<file path="src/rtl/usr_pkg.sv">
// Shared mode encodings for shift-type register blocks.
// Also provides helpers that classify modes for counting.
package usr_pkg;

    typedef enum logic [2:0] {
        USR_HOLD  = 3'b000,
        USR_SHR   = 3'b001,
        USR_SHL   = 3'b010,
        USR_ROR   = 3'b011,
        USR_ROL   = 3'b100,
        USR_LOAD  = 3'b101,
        USR_ASR   = 3'b110,
        USR_CLEAR = 3'b111
    } usr_mode_e;

    function automatic logic is_shift(input logic [2:0] m);
        return (m == USR_SHR) || (m == USR_SHL) || (m == USR_ROR) ||
               (m == USR_ROL) || (m == USR_ASR);
    endfunction

    function automatic logic is_reload(input logic [2:0] m);
        return (m == USR_LOAD) || (m == USR_CLEAR);
    endfunction

endpackage

</file>
<file path="src/rtl/usr_word_counter.sv">
// Counts shift operations within a word and pulses word_done
// for one cycle when WIDTH shifts have completed.
module usr_word_counter #(
    parameter int WIDTH = 4
) (
    input  logic clk,
    input  logic reset,
    input  logic step,
    input  logic clr,
    output logic word_done
);

    localparam int CW = $clog2(WIDTH + 1);

    logic [CW-1:0] cnt_d, cnt_q;
    logic          done_d, done_q;

    always_comb begin
        cnt_d  = cnt_q;
        done_d = 1'b0;
        if (clr) begin
            cnt_d = '0;
        end else if (step) begin
            if (cnt_q == CW'(WIDTH - 1)) begin
                cnt_d  = '0;
                done_d = 1'b1;
            end else begin
                cnt_d = cnt_q + 1'b1;
            end
        end
    end

    always_ff @(posedge clk or negedge reset) begin
        if (!reset) begin
            cnt_q  <= '0;
            done_q <= 1'b0;
        end else begin
            cnt_q  <= cnt_d;
            done_q <= done_d;
        end
    end

    assign word_done = done_q;

endmodule

</file>
<file path="src/rtl/universal_shift_register.sv">
// Universal shift register: shifts, rotates, arithmetic shift,
// parallel load and clear, with a per-word completion pulse.
module universal_shift_register
    import usr_pkg::*;
#(
    parameter int WIDTH = 4
) (
    input  logic             clk,
    input  logic             reset,
    input  logic             en,
    input  logic [2:0]       mode,
    input  logic             sin_msb,
    input  logic             sin_lsb,
    input  logic [WIDTH-1:0] pin,
    output logic [WIDTH-1:0] q,
    output logic             sout_lsb,
    output logic             sout_msb,
    output logic             word_done
);

    logic [WIDTH-1:0] q_d, q_q;
    logic             step;
    logic             clr;

    // Unknown or undefined modes fall through to hold.
    always_comb begin
        q_d = q_q;
        if (en) begin
            case (mode)
                USR_SHR:   q_d = {sin_msb, q_q[WIDTH-1:1]};
                USR_SHL:   q_d = {q_q[WIDTH-2:0], sin_lsb};
                USR_ROR:   q_d = {q_q[0], q_q[WIDTH-1:1]};
                USR_ROL:   q_d = {q_q[WIDTH-2:0], q_q[WIDTH-1]};
                USR_LOAD:  q_d = pin;
                USR_ASR:   q_d = {q_q[WIDTH-1], q_q[WIDTH-1:1]};
                USR_CLEAR: q_d = '0;
                default:   q_d = q_q;
            endcase
        end
    end

    always_ff @(posedge clk or negedge reset) begin
        if (!reset) begin
            q_q <= '0;
        end else begin
            q_q <= q_d;
        end
    end

    assign step = en & is_shift(mode);
    assign clr  = en & is_reload(mode);

    usr_word_counter #(
        .WIDTH(WIDTH)
    ) u_word_counter (
        .clk       (clk),
        .reset     (reset),
        .step      (step),
        .clr       (clr),
        .word_done (word_done)
    );

    assign q        = q_q;
    assign sout_lsb = q_q[0];
    assign sout_msb = q_q[WIDTH-1];

endmodule

</file>
<file path="config.mk">
export PLATFORM = sky130hd
export DESIGN_NAME = universal_shift_register
export DESIGN_NICKNAME = d
export VERILOG_FILES = /design/src/rtl/usr_pkg.sv /design/src/rtl/usr_word_counter.sv /design/src/rtl/universal_shift_register.sv
export SDC_FILE = /design/constraint.sdc
export NUM_CORES = 1
export LEC_CHECK = 0
export CAP_MARGIN = 20
export CORE_ASPECT_RATIO = 1.25
export CORE_MARGIN = 2
export CORE_UTILIZATION = 30
export CTS_CLUSTER_SIZE = 28
export DETAILED_ROUTE_END_ITERATION = 8
export GPL_ROUTABILITY_DRIVEN = 0
export MAX_ROUTING_LAYER = met4
export PLACE_DENSITY = 0.68
export SLEW_MARGIN = 15
export SYNTH_ARGS = -nofsm -noshare
export SYNTH_HDL_FRONTEND = slang
export SYNTH_HIERARCHICAL = 1
export SYNTH_SLANG_ARGS = --single-unit
</file>
<file path="constraint.sdc">
create_clock -name clk -period 1.45 [get_ports clk]
set_input_delay 0.145 -clock clk [delete_from_list [all_inputs] [get_ports clk]]
set_output_delay 0.145 -clock clk [all_outputs]
set_load 0.005 [all_outputs]
</file>
==> metrics.txt, run 1 <==
CP Data Required Time=1.31 ns; Nets=100; post-synthesis cell area=603.1 um^2; CP Data Arrival Time=1.22 ns; slowest stage delay, CP=0.53 ns; Post-DP Area=809.5 um^2; Synth Flop Type=dfrtp_1; VDD IR max=364.1 uV; clock-pin slew on the worst setup and hold paths=0.06 ns; Power Total=773.0 uW; DR WL/cell=12.21 um; DIE AREA=2387 um^2; syn_area_per_cell=9.573 um^2; ANT nets after route=0; Ant. Diodes=0; H-tree depth=1; CTS Buf Count=3; HPWL Detailed=991.9 um; cts repair resizes=1; Pwr per Cell Area=927.6 nW/um^2; synth unique cells=32; total gr overflow=0; relative slew slack=74.92%; Die W=44.10 um; input/output buffers=18; total wire length=1.282 mm; Post-synth EDFFs=0; Synth Register Bits=8; antenna violations before repair=0; top cells by area, synth=dfrtp_1 (33%), a21oi_1 (6.6%), buf_6 (5.6%), mux2i_1 (5.0%), nand2b_1 (4.1%); root buf cell=clkbuf_4; Post-CTS Setup Repair Bufs=0; pre-CTS setup slack=-0.1037 ns; final hold vios=0; sequential element share of the synthesized area=33.20%; Post-synth ARST share=100.0%; YS warnings=6; CORE AREA=1937 um^2; Initial Util=31.14%; Post-Layout Cell Count=105; Worst Setup SP=q[3]$_DFFE_PN0P_; CTS tree=done; vias in the first global route=558; Synth area leader=dfrtp_1; vias per cell=5.286; CP max-delay cell=clkdlybuf4s50_1; worst clock skew=0.0002059 ns; share of the synthesized area in the top cell type=33.20%; Util after Layout=43.02%; DP Cell Count=102; FF-to-FF setup slack=0.30 ns; Max Cap Viol=0; RSZ-0062 raised after global routing=false; Max Buffers Root-to-Sink=2; via count=555; Hold Path Class=input pin to async pin; minimum clock period=1.366 ns; Max Slew Vio Count=0; FF-to-FF Start=q[1]$_DFFE_PN0P_; DRC viols=0; total track usage=14.01%; final worst slack=0.08381 ns; Worst setup EP type=primary output; drt pass-1 iters=3; Max Fanout on Critical Path=6; crit-path cells=clkdlybuf4s50_1; area growth from synthesis to layout=38.17%; CTS sink cnt=8; FMAX=732.0 MHz; Post-CTS Hold Buffers=0; crit path kind=register to primary output; net count after synthesis=76; status=finished, final reports clean; Mapped Cells=63; worst setup path end=sout_msb; row cnt=18; Reg-to-Reg End=q[2]$_DFFE_PN0P_; global-route wire length before repair=2.311 mm; endpoints failing setup=0; die height=54.13 um; post-route cell area=833.3 um^2; R2R depth=4; commonest cells in the netlist=a21oi_1 (8), dfrtp_1 (8), nand2b_1 (4); critical path's top delay family=buffers and inverters; cell depth of the worst setup path=1; largest net degree at the start of global routing=16; layout cells sized above 1=20.00%; Worst Tran Pin Value=0.3751 ns; # IOs=19; fin crit share=94.22%; CP bufs+invs=1; initial drt markers=4; Critical Path Source Type=register; Lkg Pwr=0.3515 nW; clock latency on the worst-skew pair=0.26 ns
## how the worst min path moves through the flow
| stage | slack [ns] | end | start |
|---|---|---|---|
| floorplan | -0.15 | q[0]$_DFFE_PN0P_ | reset |
| CTS | 0.16 | q[2]$_DFFE_PN0P_ | reset |
| global route | 0.19 | q[2]$_DFFE_PN0P_ | reset |
| global placement | 0.45 | u_word_counter/word_done$_DFF_PN0_ | reset |
| finish | 0.16 | q[2]$_DFFE_PN0P_ | reset |
| detailed placement | 0.44 | u_word_counter/word_done$_DFF_PN0_ | u_word_counter/cnt_q[2]$_DFFE_PN0P_ |
## metrics by stage
stage / hold slack, ns / TNS [ns]
after floorplan: -0.1506 / 0
after global placement: 0.4479 / -0.1528
after detailed placement: 0.4358 / -0.3421
after CTS: 0.1632 / 0
after global routing: 0.1897 / 0
final: 0.1630 / 0
## cells in the final DEF, fill, tap and decap left out, types with 2 or more instances in the layout
cell,synthesis,final
a21oi_1,8,8
buf_4,2,8
clkbuf_4,0,3
clkdlybuf4s50_1,0,18
dfrtp_1,8,7
mux2i_1,3,3
nand2_1,3,3
nand2b_1,4,4
nand3_1,2,2
nand3b_1,2,2
nand4b_1,2,2
nor2_1,2,2
o21ai_1,2,2
o22a_1,2,2
## cell families after synthesis
logic type,count (synthesis),share of synthesized area (%)
buf+inv,8,10.37
simple gates,20,21.37
mux,4,7.468
compound gates,20,22.41
xor+xnor,1,1.453
flops,8,33.19
fa+ha+maj,2,3.734
## final cells by class
type	count	area, um^2
flip-flops and latches	8	201.4
repair buffers	26	240.2
well taps	20	25.02
inverters	1	3.754
clock buffers	3	22.52
fillers	200	1104
multi-input cells	47	340.3
## state kept, by name, indices dropped and copies added, names as in the netlist
name	flops
q	4
u_word_counter/cnt_q	3
u_word_counter/word_done	1
## layer usage
metal	vias up	global-route usage, %	wire (um)
met2	19	22.55	582
met3	5	2.349	66
met5	-	-	0
li1	272	-	-
met1	259	15.15	590
met4	0	11.11	43
## where the power goes
| part | switching [mW] | internal, mW |
|---|---|---|
| Clock | 0.0801 | 0.0950 |
| Combinational | 0.109 | 0.175 |
| Sequential | 0.0468 | 0.268 |
| Total | 0.236 | 0.537 |
(Power assumes the default switching activity.)
==> inputs of run 2 (changes only) <==
==> constraint.sdc (replaced) <==
create_clock -name clk -period 1.4 [get_ports clk]
set_input_delay 0.14 -clock clk [delete_from_list [all_inputs] [get_ports clk]]
set_output_delay 0.14 -clock clk [all_outputs]
set_load 0.005 [all_outputs]
==> metrics.txt, run 2 (synthesis gave the netlist of run 1 again) <==
Internal=567.3 uW (+5.6%); crit path kind=register to primary output; final hold vios=0 (unchanged); Flop pwr share=39.0% (-1.7 points); DIE AREA=2387 um^2 (unchanged); commonest non-fill, non-tap cells in the layout=clkdlybuf4s50_1 (18), buf_4 (9), a21oi_1 (8); clock-pin slew on the worst setup and hold paths=0.06 ns (about the same); Max Fanout on Critical Path=5 (-1); Sw Pwr=250.1 uW (+6.1%); max FFs per register=4 (unchanged); Max Cap Viol=0 (unchanged); initial drt markers=2 (-2); layout cells sized above 1=23.26% (+3.3 points); Lkg Pwr=0.3546 nW (+0.88%); total wire length=1.299 mm (+1.3%); HPWL Detailed=991.9 um (unchanged); root buf cell=clkbuf_4; antenna violations before repair=0 (unchanged); relative slew slack=75.58% (+0.67 points); ANT nets after route=0 (unchanged); row cnt=18 (unchanged); Max Buffers Root-to-Sink=2 (unchanged); CP Data Arrival Time=1.18 ns (-0.04 ns); # IOs=19 (unchanged); critical path's top delay family=buffers and inverters; worst clock skew=0.0002083 ns (+0.000002360 ns); Worst Tran Pin Value=0.3651 ns (-0.01000 ns); vias per cell=5.217 (-1.3%); CP max-delay cell=clkdlybuf4s50_1; CTS tree=done; vias in the first global route=558 (unchanged); drt pass-1 iters=2 (-1); Util after Layout=43.54% (+0.52 points); Post-DP Area=809.5 um^2 (unchanged); minimum clock period=1.317 ns; DR WL/cell=12.25 um (+0.37%); Worst setup EP type=primary output; largest net degree at the start of global routing=16 (unchanged); CTS Buf Count=3 (unchanged); clock latency on the worst-skew pair=0.27 ns (about the same); CP Data Required Time=1.26 ns (-0.05 ns); Die W=44.10 um (unchanged); Max Slew Vio Count=0 (unchanged); switch share=30.60% (+0.095 points); Hold Path Class=input pin to async pin; Nets=101 (+1.0%); global-route wire length before repair=2.311 mm (unchanged); Initial Util=31.14% (unchanged); post-route cell area=843.3 um^2 (+1.2%); endpoints failing setup=0 (unchanged); via count=553 (-0.36%); VDD IR max=397.5 uV (+9.2%); input/output buffers=18 (unchanged); total gr overflow=0 (unchanged); Pwr per Cell Area=969.3 nW/um^2 (+4.5%); H-tree depth=1 (unchanged); setup TNS=0 ns (unchanged); Combinational Power Share=38.4% (+1.7 points); crit-path cells=clkdlybuf4s50_1; die height=54.13 um (unchanged); most common cell after layout, fill and taps aside=clkdlybuf4s50_1; area growth from synthesis to layout=39.83%; CORE AREA=1937 um^2 (unchanged); clock share of power=22.6% (about the same); CP bufs+invs=1 (unchanged); Power Total=817.5 uW (+5.8%); status=finished, final reports clean; Ant. Diodes=0 (unchanged); FMAX=759.6 MHz; total track usage=14.01% (unchanged); RSZ-0062 raised after global routing=false; Critical Path Source Type=register; slowest stage delay, CP=0.51 ns (-0.02 ns); fillcell total=201 (+0.50%); DRC viols=0 (unchanged); fin crit share=94.04%; CTS sink cnt=8 (unchanged)
[run 2: routing by layer]
layer / wire length, um / global-route usage [%]
met1: 595 / 15.15
met2: 599 / 22.55
met5: 0 / -
met3: 60 / 2.349
met4: 43 / 11.11
[run 2: final cells by class]
| cell class | instances | area, um^2 | share of cell area [%] |
|---|---|---|---|
| tap | 20 | 25.02 | 2.967 |
| timing repair buffer | 27 | 247.7 | 29.38 |
| inverter | 1 | 3.754 | 0.4451 |
| multi-input combinational | 47 | 340.3 | 40.36 |
| clock buffer | 3 | 22.52 | 2.671 |
| sequential | 8 | 203.9 | 24.18 |
[run 2: stage by stage]
| stage | instances | setup WS, ns | hold WS (ns) |
|---|---|---|---|
| after floorplan | 63 | 0.3160 | -0.1556 |
| after global placement | 102 | -0.08575 | 0.4445 |
| after detailed placement | 102 | -0.1487 | 0.4358 |
| after CTS | 105 | 0.01607 | 0.1582 |
| after global routing | 106 | 0.03534 | 0.1849 |
| final | 106 | 0.08349 | 0.1498 |
[run 2: what timing repair did]
action                                  4_1_cts  5_1_grt
pin swaps                                     0        0
buffers inserted                              0        1
hold buffers                                  0        0
gates resized for setup                       1        2
endpoints found under the setup margin        2        5
[run 2: power groups by stage]
stage          registers, mW  clock network, mW  logic (mW)
2_1_floorplan          0.318                  0       0.171
3_3_place_gp           0.325                  0       0.289
3_5_place_dp           0.327                  0       0.298
4_1_cts                0.327              0.190       0.297
5_1_grt                0.326              0.201       0.355
6_report               0.319              0.185       0.314
[run 2: worst paths after layout]
kind	startpoint	end	slack [ns]	cells past startpoint
min in group clk	u_word_counter/cnt_q[2]$_DFFE_PN0P_	u_word_counter/word_done$_DFF_PN0_	0.44	1
min	reset	q[1]$_DFFE_PN0P_	0.15	1
max in group asynchronous	reset	q[0]$_DFFE_PN0P_	0.97	1
min reg2reg	u_word_counter/cnt_q[2]$_DFFE_PN0P_	u_word_counter/word_done$_DFF_PN0_	0.44	1
max reg2reg	q[1]$_DFFE_PN0P_	q[2]$_DFFE_PN0P_	0.25	4
max	q[2]$_DFFE_PN0P_	q[2]	0.08	1
==> inputs of run 3 (changes only) <==
--- a/config.mk
+++ b/config.mk
@@ -5,15 +5,17 @@
 export SDC_FILE = /design/constraint.sdc
 export NUM_CORES = 1
 export LEC_CHECK = 0
+export ABC_AREA = 0
 export CAP_MARGIN = 20
 export CORE_ASPECT_RATIO = 1.25
 export CORE_MARGIN = 2
 export CORE_UTILIZATION = 30
+export CTS_CLUSTER_DIAMETER = 30
 export CTS_CLUSTER_SIZE = 28
 export DETAILED_ROUTE_END_ITERATION = 8
 export GPL_ROUTABILITY_DRIVEN = 0
 export MAX_ROUTING_LAYER = met4
-export PLACE_DENSITY = 0.68
+export PLACE_DENSITY = 0.7
 export SLEW_MARGIN = 15
 export SYNTH_ARGS = -nofsm -noshare
 export SYNTH_HDL_FRONTEND = slang
==> constraint.sdc (replaced) <==
create_clock -name clk -period 1.14 [get_ports clk]
set_input_delay 0.114 -clock clk [delete_from_list [all_inputs] [get_ports clk]]
set_output_delay 0.114 -clock clk [all_outputs]
set_load 0.005 [all_outputs]
==> metrics.txt, run 3 (synthesis gave the netlist of run 1 again) <==
status=finished, final reports clean; FMAX=919.2 MHz; Max Buffers Root-to-Sink=2 (unchanged); Nets=114 (+13%); Hold Path Class=input pin to async pin; Lkg Pwr=0.4602 nW (+30%); DP Cell Count=106 (+3.9%); slowest stage delay, CP=0.45 ns (-0.06 ns); minimum clock period=1.088 ns; largest net degree at the start of global routing=11 (-5); Worst setup EP type=primary output; CP max-delay cell=dfrtp_2; vias in the first global route=592 (+6.1%); ANT nets after route=0 (unchanged); pre-CTS setup slack=-0.4040 ns (-0.2553 ns); most common cell after layout, fill and taps aside=buf_4; endpoints failing setup=0 (unchanged); crit path kind=register to primary output; GR Layer Usage met3=2.349% (unchanged); Max Fanout on Critical Path=5 (unchanged); post-route cell area=952.2 um^2 (+13%); row cnt=18 (unchanged); # IOs=19 (unchanged); CORE AREA=1937 um^2 (unchanged); CP bufs+invs=1 (unchanged); total gr overflow=0 (unchanged); Worst Tran Pin Value=0.3797 ns (+0.01460 ns); Max Slew Vio Count=0 (unchanged); grt met2 use=23.77% (+1.2 points); fin crit share=95.43%; global route hottest layer=met2; Critical Path Source Type=register; Initial Util=31.14% (unchanged); Post-Layout Cell Count=119 (+12%); vias per cell=5.185 (-0.62%); commonest non-fill, non-tap cells in the layout=buf_4 (17), a21oi_1 (8), dlygate4sd2_1 (8); clock-pin slew on the worst setup and hold paths=0.06 ns (about the same); total track usage=14.45% (+0.44 points); CP Data Required Time=1.03 ns (-0.23 ns); Util after Layout=49.16% (+5.6 points); max FFs per register=4 (unchanged); VDD IR max=544.4 uV (+37%); Max Cap Viol=0 (unchanged); met1 Track Usage GR=16.80% (+1.7 points); layout cells sized above 1=33.33% (+10 points); crit-path cells=dlygate4sd2_1; relative slew slack=74.61% (-0.98 points); area growth from synthesis to layout=57.88%; Power Total=1.032 mW (+26%); Pwr per Cell Area=1084 nW/um^2 (+12%); DIE AREA=2387 um^2 (unchanged); Ant. Diodes=0 (unchanged); drt pass-1 iters=4 (+2); CTS sink cnt=8 (unchanged); CTS Buf Count=3 (unchanged); Post-CTS Hold Buffers=0 (unchanged); CTS tree=done; RSZ-0062 raised after global routing=false; die height=54.13 um (unchanged); worst clock skew=0.003728 ns (+0.003520 ns); initial drt markers=15 (+13); fillcell total=200 (-0.50%); Post-DP Area=839.6 um^2 (+3.7%); HPWL Detailed=1.013 mm (+2.1%); CP Data Arrival Time=0.97 ns (-0.21 ns); final hold vios=0 (unchanged); antenna violations before repair=0 (unchanged); final worst slack=0.05215 ns (-0.03133 ns); total wire length=1.514 mm (+17%); clock latency on the worst-skew pair=0.25 ns (-0.02 ns); global-route wire length before repair=2.456 mm (+6.3%); critical path's top delay family=flip-flops; root buf cell=clkbuf_4; H-tree depth=1 (unchanged); via count=617 (+12%); DR WL/cell=12.72 um (+3.8%); DRC viols=0 (unchanged); Die W=44.10 um (unchanged); input/output buffers=18 (unchanged)
-- run 3: through the flow --
step	setup TNS [ns]	hold WS, ns
global route	0	0.1732
detailed placement	-2.595	0.4262
finish	0	0.1469
global placement	-2.320	0.4183
floorplan	0	-0.1816
CTS	0	0.1537
-- run 3: cell type report --
cell class / count / area (um^2) / share of cell area [%]
clock buffers: 3 / 22.52 / 2.365
inverters: 1 / 3.754 / 0.3942
multi-input cells: 47 / 351.6 / 36.93
repair buffers: 40 / 347.8 / 36.53
flip-flops and latches: 8 / 201.4 / 21.16
well taps: 20 / 25.02 / 2.628
-- run 3: power breakdown --
group          switching [mW]  internal [mW]
Clock                  0.0946          0.120
Sequential             0.0441          0.340
Combinational           0.174          0.259
-- run 3: timing repair --
item	in CTS	in global routing
endpoints found under the setup margin	14	7
pin swaps	1	3
setup buffers	6	3
gates resized for setup	17	4
cloned	1	1
-- run 3: routing by layer --
metal | up-vias | part of all wire, %
li1 | 300 | -
met1 | 298 | 43
met2 | 17 | 51
met3 | 2 | 5.2
met4 | 0 | 0.59
met5 | - | 0
-- run 3: path summary, 6_finish.rpt --
check                                                    startpoint  cells past startpoint                             endpoint  slack (ns)
worst max-delay path                               q[3]$_DFFE_PN0P_                      1                                 q[3]        0.05
worst min-delay path                                          reset                      1  u_word_counter/cnt_q[2]$_DFFE_PN0P_        0.15
worst max register to register                     q[1]$_DFFE_PN0P_                      4                     q[2]$_DFFE_PN0P_        0.06
worst min register to register  u_word_counter/cnt_q[2]$_DFFE_PN0P_                      1   u_word_counter/word_done$_DFF_PN0_        0.46
max in group asynchronous                                     reset                      1                     q[3]$_DFFE_PN0P_        0.70
min in group clk                                                 en                      4                     q[3]$_DFFE_PN0P_        0.31
